$ cat config.mk
export PLATFORM = sky130hd
export DESIGN_NAME = delay_line_arbiter
export DESIGN_NICKNAME = d
export VERILOG_FILES = /design/src/rtl/delay_line_arbiter.sv
export SDC_FILE = /design/constraint.sdc
export NUM_CORES = 1
export LEC_CHECK = 0
export BUFFER_PORTS_ARGS = -buffer_cell sky130_fd_sc_hd__buf_4
export CELL_PAD_IN_SITES_DETAIL_PLACEMENT = 0
export CELL_PAD_IN_SITES_GLOBAL_PLACEMENT = 2
export CORE_UTILIZATION = 34
export CTS_CLUSTER_DIAMETER = 30
export DETAILED_ROUTE_END_ITERATION = 10
export PLACE_DENSITY_LB_ADDON = 0.2
export SETUP_SLACK_MARGIN = 0.02
export SYNTH_ARGS = -nofsm -noshare
export SYNTH_HDL_FRONTEND = slang
export SYNTH_SLANG_ARGS = --single-unit
$ cat constraint.sdc
create_clock -name clk -period 3.8 [get_ports clk]
set_clock_uncertainty 0.1 [all_clocks]
set_input_delay 0.38 -clock clk [delete_from_list [all_inputs] [get_ports clk]]
set_output_delay 0.38 -clock clk [all_outputs]
set_load 0.05 [all_outputs]
$ cat src/rtl/delay_line_arbiter.sv
// -----------------------------------------------------------------------------
// delay_line_arbiter
//
// Shares one external fixed-latency 1-bit delay datapath between two
// requesters (A and B). Each cycle at most one requester is granted with
// round-robin priority; its bit is driven onto line_in. A tag shift register
// follows every in-flight bit so the matching line_out bit, LATENCY cycles
// later, is returned as a registered response to the requester that issued it.
// A drain handshake stops new grants and reports when the datapath is empty.
//
// Parameters:
//   LATENCY  cycles from line_in to the matching line_out (1..15)
//   CNT_W    width of in_flight; 2**CNT_W must exceed LATENCY
//
// Ports:
//   clk          clock, rising edge
//   rst          asynchronous reset, active low
//   a_req/b_req  requester wants to issue a bit
//   a_data/b_data requester bit
//   a_gnt/b_gnt  combinational grant for the current cycle
//   line_in      bit to the delay datapath (0 when nothing is granted)
//   line_out     bit from the delay datapath
//   a_rsp_valid/b_rsp_valid  registered one-cycle response strobe
//   a_rsp_data/b_rsp_data    registered response bit (holds between strobes)
//   drain        stop granting and empty the datapath
//   drain_done   level: datapath empty and grants halted
//   in_flight    number of bits currently inside the datapath
// -----------------------------------------------------------------------------
module delay_line_arbiter #(
    parameter int unsigned LATENCY = 3,
    parameter int unsigned CNT_W   = 4
) (
    input  logic             clk,
    input  logic             rst,
    input  logic             a_req,
    input  logic             a_data,
    output logic             a_gnt,
    input  logic             b_req,
    input  logic             b_data,
    output logic             b_gnt,
    output logic             line_in,
    input  logic             line_out,
    output logic             a_rsp_valid,
    output logic             a_rsp_data,
    output logic             b_rsp_valid,
    output logic             b_rsp_data,
    input  logic             drain,
    output logic             drain_done,
    output logic [CNT_W-1:0] in_flight
);

    localparam logic [1:0] ST_RUN   = 2'd0;
    localparam logic [1:0] ST_DRAIN = 2'd1;
    localparam logic [1:0] ST_HALT  = 2'd2;

    logic [1:0]         r_state;
    logic [1:0]         w_state_nxt;
    logic               r_last_b;       // 1: B was granted most recently
    logic [LATENCY-1:0] r_tag_vld;      // bit k = stage k+1
    logic [LATENCY-1:0] r_tag_own;      // 1: bit belongs to B
    logic [LATENCY-1:0] w_tag_vld_nxt;
    logic [LATENCY-1:0] w_tag_own_nxt;
    logic [CNT_W-1:0]   r_cnt;
    logic [CNT_W-1:0]   w_cnt_nxt;
    logic               r_a_rsp_valid;
    logic               r_a_rsp_data;
    logic               r_b_rsp_valid;
    logic               r_b_rsp_data;
    logic               w_gen;
    logic               w_a_gnt;
    logic               w_b_gnt;
    logic               w_gnt;
    logic               w_retire;
    logic               w_ret_own_b;
    logic               w_a_ret;
    logic               w_b_ret;
    logic               w_empty_nxt;

    // -------------------------------------------------------------------------
    // Arbitration
    // -------------------------------------------------------------------------
    assign w_gen = (r_state == ST_RUN) && !drain;

    always_comb begin
        w_a_gnt = 1'b0;
        w_b_gnt = 1'b0;
        if (w_gen) begin
            if (a_req && b_req) begin
                // Contention: the side not granted most recently wins.
                w_a_gnt = r_last_b;
                w_b_gnt = !r_last_b;
            end else begin
                w_a_gnt = a_req;
                w_b_gnt = b_req;
            end
        end
    end

    assign w_gnt   = w_a_gnt | w_b_gnt;
    assign a_gnt   = w_a_gnt;
    assign b_gnt   = w_b_gnt;
    assign line_in = (w_a_gnt & a_data) | (w_b_gnt & b_data);

    always_ff @(posedge clk or negedge rst) begin
        if (!rst) begin
            r_last_b <= 1'b1;
        end else if (w_gnt) begin
            r_last_b <= w_b_gnt;
        end
    end

    // -------------------------------------------------------------------------
    // Ownership tags: one {valid, owner} entry per datapath stage
    // -------------------------------------------------------------------------
    always_comb begin
        w_tag_vld_nxt    = r_tag_vld;
        w_tag_own_nxt    = r_tag_own;
        w_tag_vld_nxt[0] = w_gnt;
        w_tag_own_nxt[0] = w_b_gnt;
        for (int k = 1; k < int'(LATENCY); k++) begin
            w_tag_vld_nxt[k] = r_tag_vld[k-1];
            w_tag_own_nxt[k] = r_tag_own[k-1];
        end
    end

    always_ff @(posedge clk or negedge rst) begin
        if (!rst) begin
            r_tag_vld <= '0;
            r_tag_own <= '0;
        end else begin
            r_tag_vld <= w_tag_vld_nxt;
            r_tag_own <= w_tag_own_nxt;
        end
    end

    // The last stage lines up with the bit currently on line_out.
    assign w_retire    = r_tag_vld[LATENCY-1];
    assign w_ret_own_b = r_tag_own[LATENCY-1];
    assign w_a_ret     = w_retire & !w_ret_own_b;
    assign w_b_ret     = w_retire & w_ret_own_b;

    // -------------------------------------------------------------------------
    // In-flight counter
    // -------------------------------------------------------------------------
    always_comb begin
        w_cnt_nxt = r_cnt;
        if (w_gnt && !w_retire) begin
            w_cnt_nxt = r_cnt + CNT_W'(1);
        end else if (!w_gnt && w_retire) begin
            w_cnt_nxt = r_cnt - CNT_W'(1);
        end
    end

    always_ff @(posedge clk or negedge rst) begin
        if (!rst) begin
            r_cnt <= '0;
        end else begin
            r_cnt <= w_cnt_nxt;
        end
    end

    assign in_flight   = r_cnt;
    // Looking at the post-edge count lets HALT be entered on the same edge the
    // final bit retires, so an already-empty datapath halts one cycle after
    // drain rises.
    assign w_empty_nxt = (w_cnt_nxt == '0);

    // -------------------------------------------------------------------------
    // Drain state machine
    // -------------------------------------------------------------------------
    always_comb begin
        w_state_nxt = r_state;
        case (r_state)
            ST_RUN: begin
                if (drain) begin
                    w_state_nxt = w_empty_nxt ? ST_HALT : ST_DRAIN;
                end
            end
            ST_DRAIN: begin
                if (!drain) begin
                    w_state_nxt = ST_RUN;
                end else if (w_empty_nxt) begin
                    w_state_nxt = ST_HALT;
                end
            end
            ST_HALT: begin
                if (!drain) begin
                    w_state_nxt = ST_RUN;
                end
            end
            default: w_state_nxt = ST_RUN;
        endcase
    end

    always_ff @(posedge clk or negedge rst) begin
        if (!rst) begin
            r_state <= ST_RUN;
        end else begin
            r_state <= w_state_nxt;
        end
    end

    assign drain_done = (r_state == ST_HALT);

    // -------------------------------------------------------------------------
    // Response capture
    // -------------------------------------------------------------------------
    always_ff @(posedge clk or negedge rst) begin
        if (!rst) begin
            r_a_rsp_valid <= 1'b0;
            r_a_rsp_data  <= 1'b0;
            r_b_rsp_valid <= 1'b0;
            r_b_rsp_data  <= 1'b0;
        end else begin
            r_a_rsp_valid <= w_a_ret;
            r_b_rsp_valid <= w_b_ret;
            if (w_a_ret) begin
                r_a_rsp_data <= line_out;
            end
            if (w_b_ret) begin
                r_b_rsp_data <= line_out;
            end
        end
    end

    assign a_rsp_valid = r_a_rsp_valid;
    assign a_rsp_data  = r_a_rsp_data;
    assign b_rsp_valid = r_b_rsp_valid;
    assign b_rsp_data  = r_b_rsp_data;

endmodule
==> key figures <==
Clock tree
  • Clk sinks: 17
  • Bufs on Longest Clock Path: 2
  • Reg clk slew, reported paths: 0.09 ns
  • # Post-CTS Setup Buffers: 0
  • Htree depth: 1
  • CTS Buf Count: 3
  • PostCTS Resize Cnt: 0
  • CTS root buffer: clkbuf_4
  • Clk_lat worst skew: 0.28 ns
  • CTS tree: yes

Yosys
  • Synth warn: 0
  • Synth Instances: 65
  • Synthesized flop and latch total: 17
  • Cell Area, Synth: roughly 760 um^2
  • Synth unique cells: 26
  • Mapped Avg Cell Area: 11.72 um^2
  • Synth Net Count: 75
  • Sequential area share after synthesis: 55.99%

Critical path
  • WP data arrival: approximately 1.7 ns
  • CP Capture Type: output pin
  • Max FO, Critical Path: 3
  • Startpoint types: flip-flop
  • Worst reg2reg path startpoint: in_flight[0]$_DFF_PN0_
  • WS Path Type: flip-flop to output pin
  • Reg2reg setup slack: 1.67 ns
  • Worst R2R Path Depth: 6
  • Reg-to-Reg End: r_state[1]$_DFFE_PN0P_
  • Worst Path Required: 3.32 ns

STA
  • Hold Slack: 0.2326 ns
  • PnR worst setup slack: 1.648 ns
  • Setup_tns: 0 ns
  • Endpoints failing hold: 0
  • Worst-Margin Slew: 0.3208 ns
  • Period utilisation layout: between 50% and 60%
  • Max Fclk: 0.4648 GHz
  • Final setup viols: 0
  • RSZ-0062 raised after global routing: no
  • Worst rel slew slack: 78.46%
  • Pins over their slew limit: 0
  • Minimum clock period after layout: 2.152 ns

Global route
  • Grt total ovfl: 0
  • Largest net degree at the start of global routing: 18
  • First-pass GRT wire length: 2435 um
  • Vias in the first global route: 522
  • Overall global routing resource usage: 13.68%
  • Initial antenna violation count: 0

Routing
  • Drt total wl: ~1400 um
  • Vias/cell: 4.730
  • Antenna-violating nets left: 0
  • TritonRoute pass-1 iters: 4
  • Drt wl/cell: 12.17 um
  • # DRC: 0
  • Starting DRT DRC Count: 4
  • DR vias: 544

Min path
  • Hold path startpoint: a_req
  • Worst hold path class: input port to flip-flop
  • Hold Path Sink: r_tag_own[0]$_DFF_PN0_
  • WHS Path Cells: 2

Cells and area
  • Fill count: 190
  • Area growth syn-to-layout: 27.59%
  • Utilization after layout: 47.61%
  • Ant diodes: 0
  • Fraction of layout cells with a size suffix above 1: 36.36%
  • Nets: 99

Power and ir drop
  • Combinational Power Share: 51.8%
  • Pleak: 0.4622 nW
  • Switching pwr: 0.0003933 W
  • Maximum VDD drop: 0.3761 mV
  • Register share of total power: roughly 37%
  • Total power: 0.0008331 W
  • Sw Share: ~47%
  • Pint: 0.0004398 W
  • Clock power share: 11.1%
  • Power density over the cells: 856.9 nW/um^2

Run
  • Max Cap Violations: 0

Floorplan
  • Starting density of the core: 37.32%
  • Std-Cell Rows: 16
  • Die area: around 2400 um^2
  • Die Width: 49.34 um
  • Die Ht: 49.34 um
  • Io pins: 20
  • Core box area: 2042 um^2

Status
  • Outcome: finished, final reports clean

Placed design
  • DP Wirelength: 1051 um
  • GP Congestion: 0.7430
  • # port buffers: 19
  • DP Worst Slack: 1.704 ns
[area by class of cell]
type                    count  area, um^2  area share, %
flip-flops and latches     17       426.7          43.89
multi-input cells          42       312.8          32.18
repair buffers             20       152.6          15.70
well taps                  27       33.78          3.475
clock buffers               3       22.52          2.317
inverters                   5       18.77          1.931
clock inverters             1       5.005         0.5148
[metrics by stage]
step | cell area (um^2) | std cells
final | 972.2 | 115
after global routing | 972.2 | 115
after CTS | 972.2 | 115
after detailed placement | 934.6 | 110
after global placement | 934.6 | 110
after floorplan | 762.0 | 65
[worst max path at each step]
stage | slack [ns] | depth (start not counted) | startpoint | to
2_1_floorplan | 1.21 | 4 | r_state[0]$_DFFE_PN0P_ | line_in
3_3_place_gp | 1.75 | 6 | in_flight[0]$_DFF_PN0_ | r_state[1]$_DFFE_PN0P_
3_5_place_dp | 1.70 | 6 | in_flight[0]$_DFF_PN0_ | r_state[1]$_DFFE_PN0P_
4_1_cts | 1.63 | 5 | r_state[0]$_DFFE_PN0P_ | line_in
5_1_grt | 1.47 | 5 | r_state[0]$_DFFE_PN0P_ | line_in
6_report | 1.65 | 5 | r_state[0]$_DFFE_PN0P_ | line_in
[logic make-up after synthesis]
family	share of synthesized area [%]
adders and majority gates	3.284
and+or+nand+nor	14.61
AOI/OAI and AO/OA	13.14
DFF	55.99
buffers and inverters	2.955
xor gates and xnor gates	5.584
muxes	4.433
[critical path, cell delays in order, from the launching register on]
cell and delay [ns]:
dfrtp_1 0.41, nor3_2 0.29, nand2_1 0.11, a21oi_1 0.22, a22o_1 0.16, buf_4 0.19
[power groups by stage]
stage	Sequential, W	Combinational [W]	Clock, W
floorplan	0.000422	0.000199	0
global placement	0.000310	0.000429	0
detailed placement	0.000311	0.000432	0
CTS	0.000310	0.000434	0.0000970
global route	0.000320	0.000462	0.000105
finish	0.000309	0.000432	0.0000927
[cell usage after synthesis]
cell type	instances	share of area (%)
a211oi_1	1	0.99
a21oi_1	4	2.6
a22o_1	1	1.1
a31oi_1	3	2.5
and2_1	1	0.82
clkbuf_1	1	0.49
dfrtp_1	16	53
dfstp_2	1	3.4
ha_1	2	3.3
inv_1	5	2.5
mux2_2	3	4.4
nand2_1	6	3.0
nand4b_1	1	1.1
nor2_1	3	1.5
nor2b_1	1	0.82
nor3_1	1	0.66
nor3_2	1	1.3
nor4_1	2	1.6
nor4b_1	2	2.3
o21ai_0	2	1.3
o21ai_2	1	1.1
o311a_1	1	1.3
o41ai_2	1	2.1
or3_4	1	1.5
xnor2_1	3	3.4
xnor2_2	1	2.1
[metal layers]
metal  wire, um  track usage (%)  share of wire (%)  vias to the layer above
met2        637            20.09                 46                       16
met5          0                0                  0                        -
met1        664            17.91                 47                      247
met3         86            5.919                6.1                        2
met4         11            4.412               0.79                        0
li1           -                -                  -                      279
[state kept, by name, indices dropped and copies added (netlist names)]
signal / flops
in_flight: 4
r_tag_own: 3
r_tag_vld: 3
r_state: 2
a_rsp_data: 1
a_rsp_valid: 1
b_rsp_data: 1
b_rsp_valid: 1
r_last_b: 1
[placed cells by master, fill, tap and decap left out]
master,netlist,final
mux2_2,3,3
a211oi_1,1,1
dfstp_2,1,1
a21oi_1,4,4
o21ai_0,2,2
clkbuf_4,0,3
nand4b_1,1,1
and2_1,1,1
o311a_1,1,1
nor3_1,1,1
nor3_2,1,1
buf_4,0,19
xnor2_2,1,1
inv_1,5,5
dlygate4sd3_1,0,1
nor2_1,3,3
o21ai_2,1,1
o41ai_2,1,1
a31oi_1,3,3
nor2b_1,1,1
ha_1,2,2
nor4_1,2,2
xnor2_1,3,3
nand2_1,6,6
dfrtp_1,16,16
a22o_1,1,1
or3_4,1,1
nor4b_1,2,2
clkinv_2,0,1
[what timing repair did]
item	CTS	global route
endpoints found under the setup margin	0	0
hold buffers	1	0
endpoints found under the hold margin	16	0
Power figures use the tool's default switching activity.
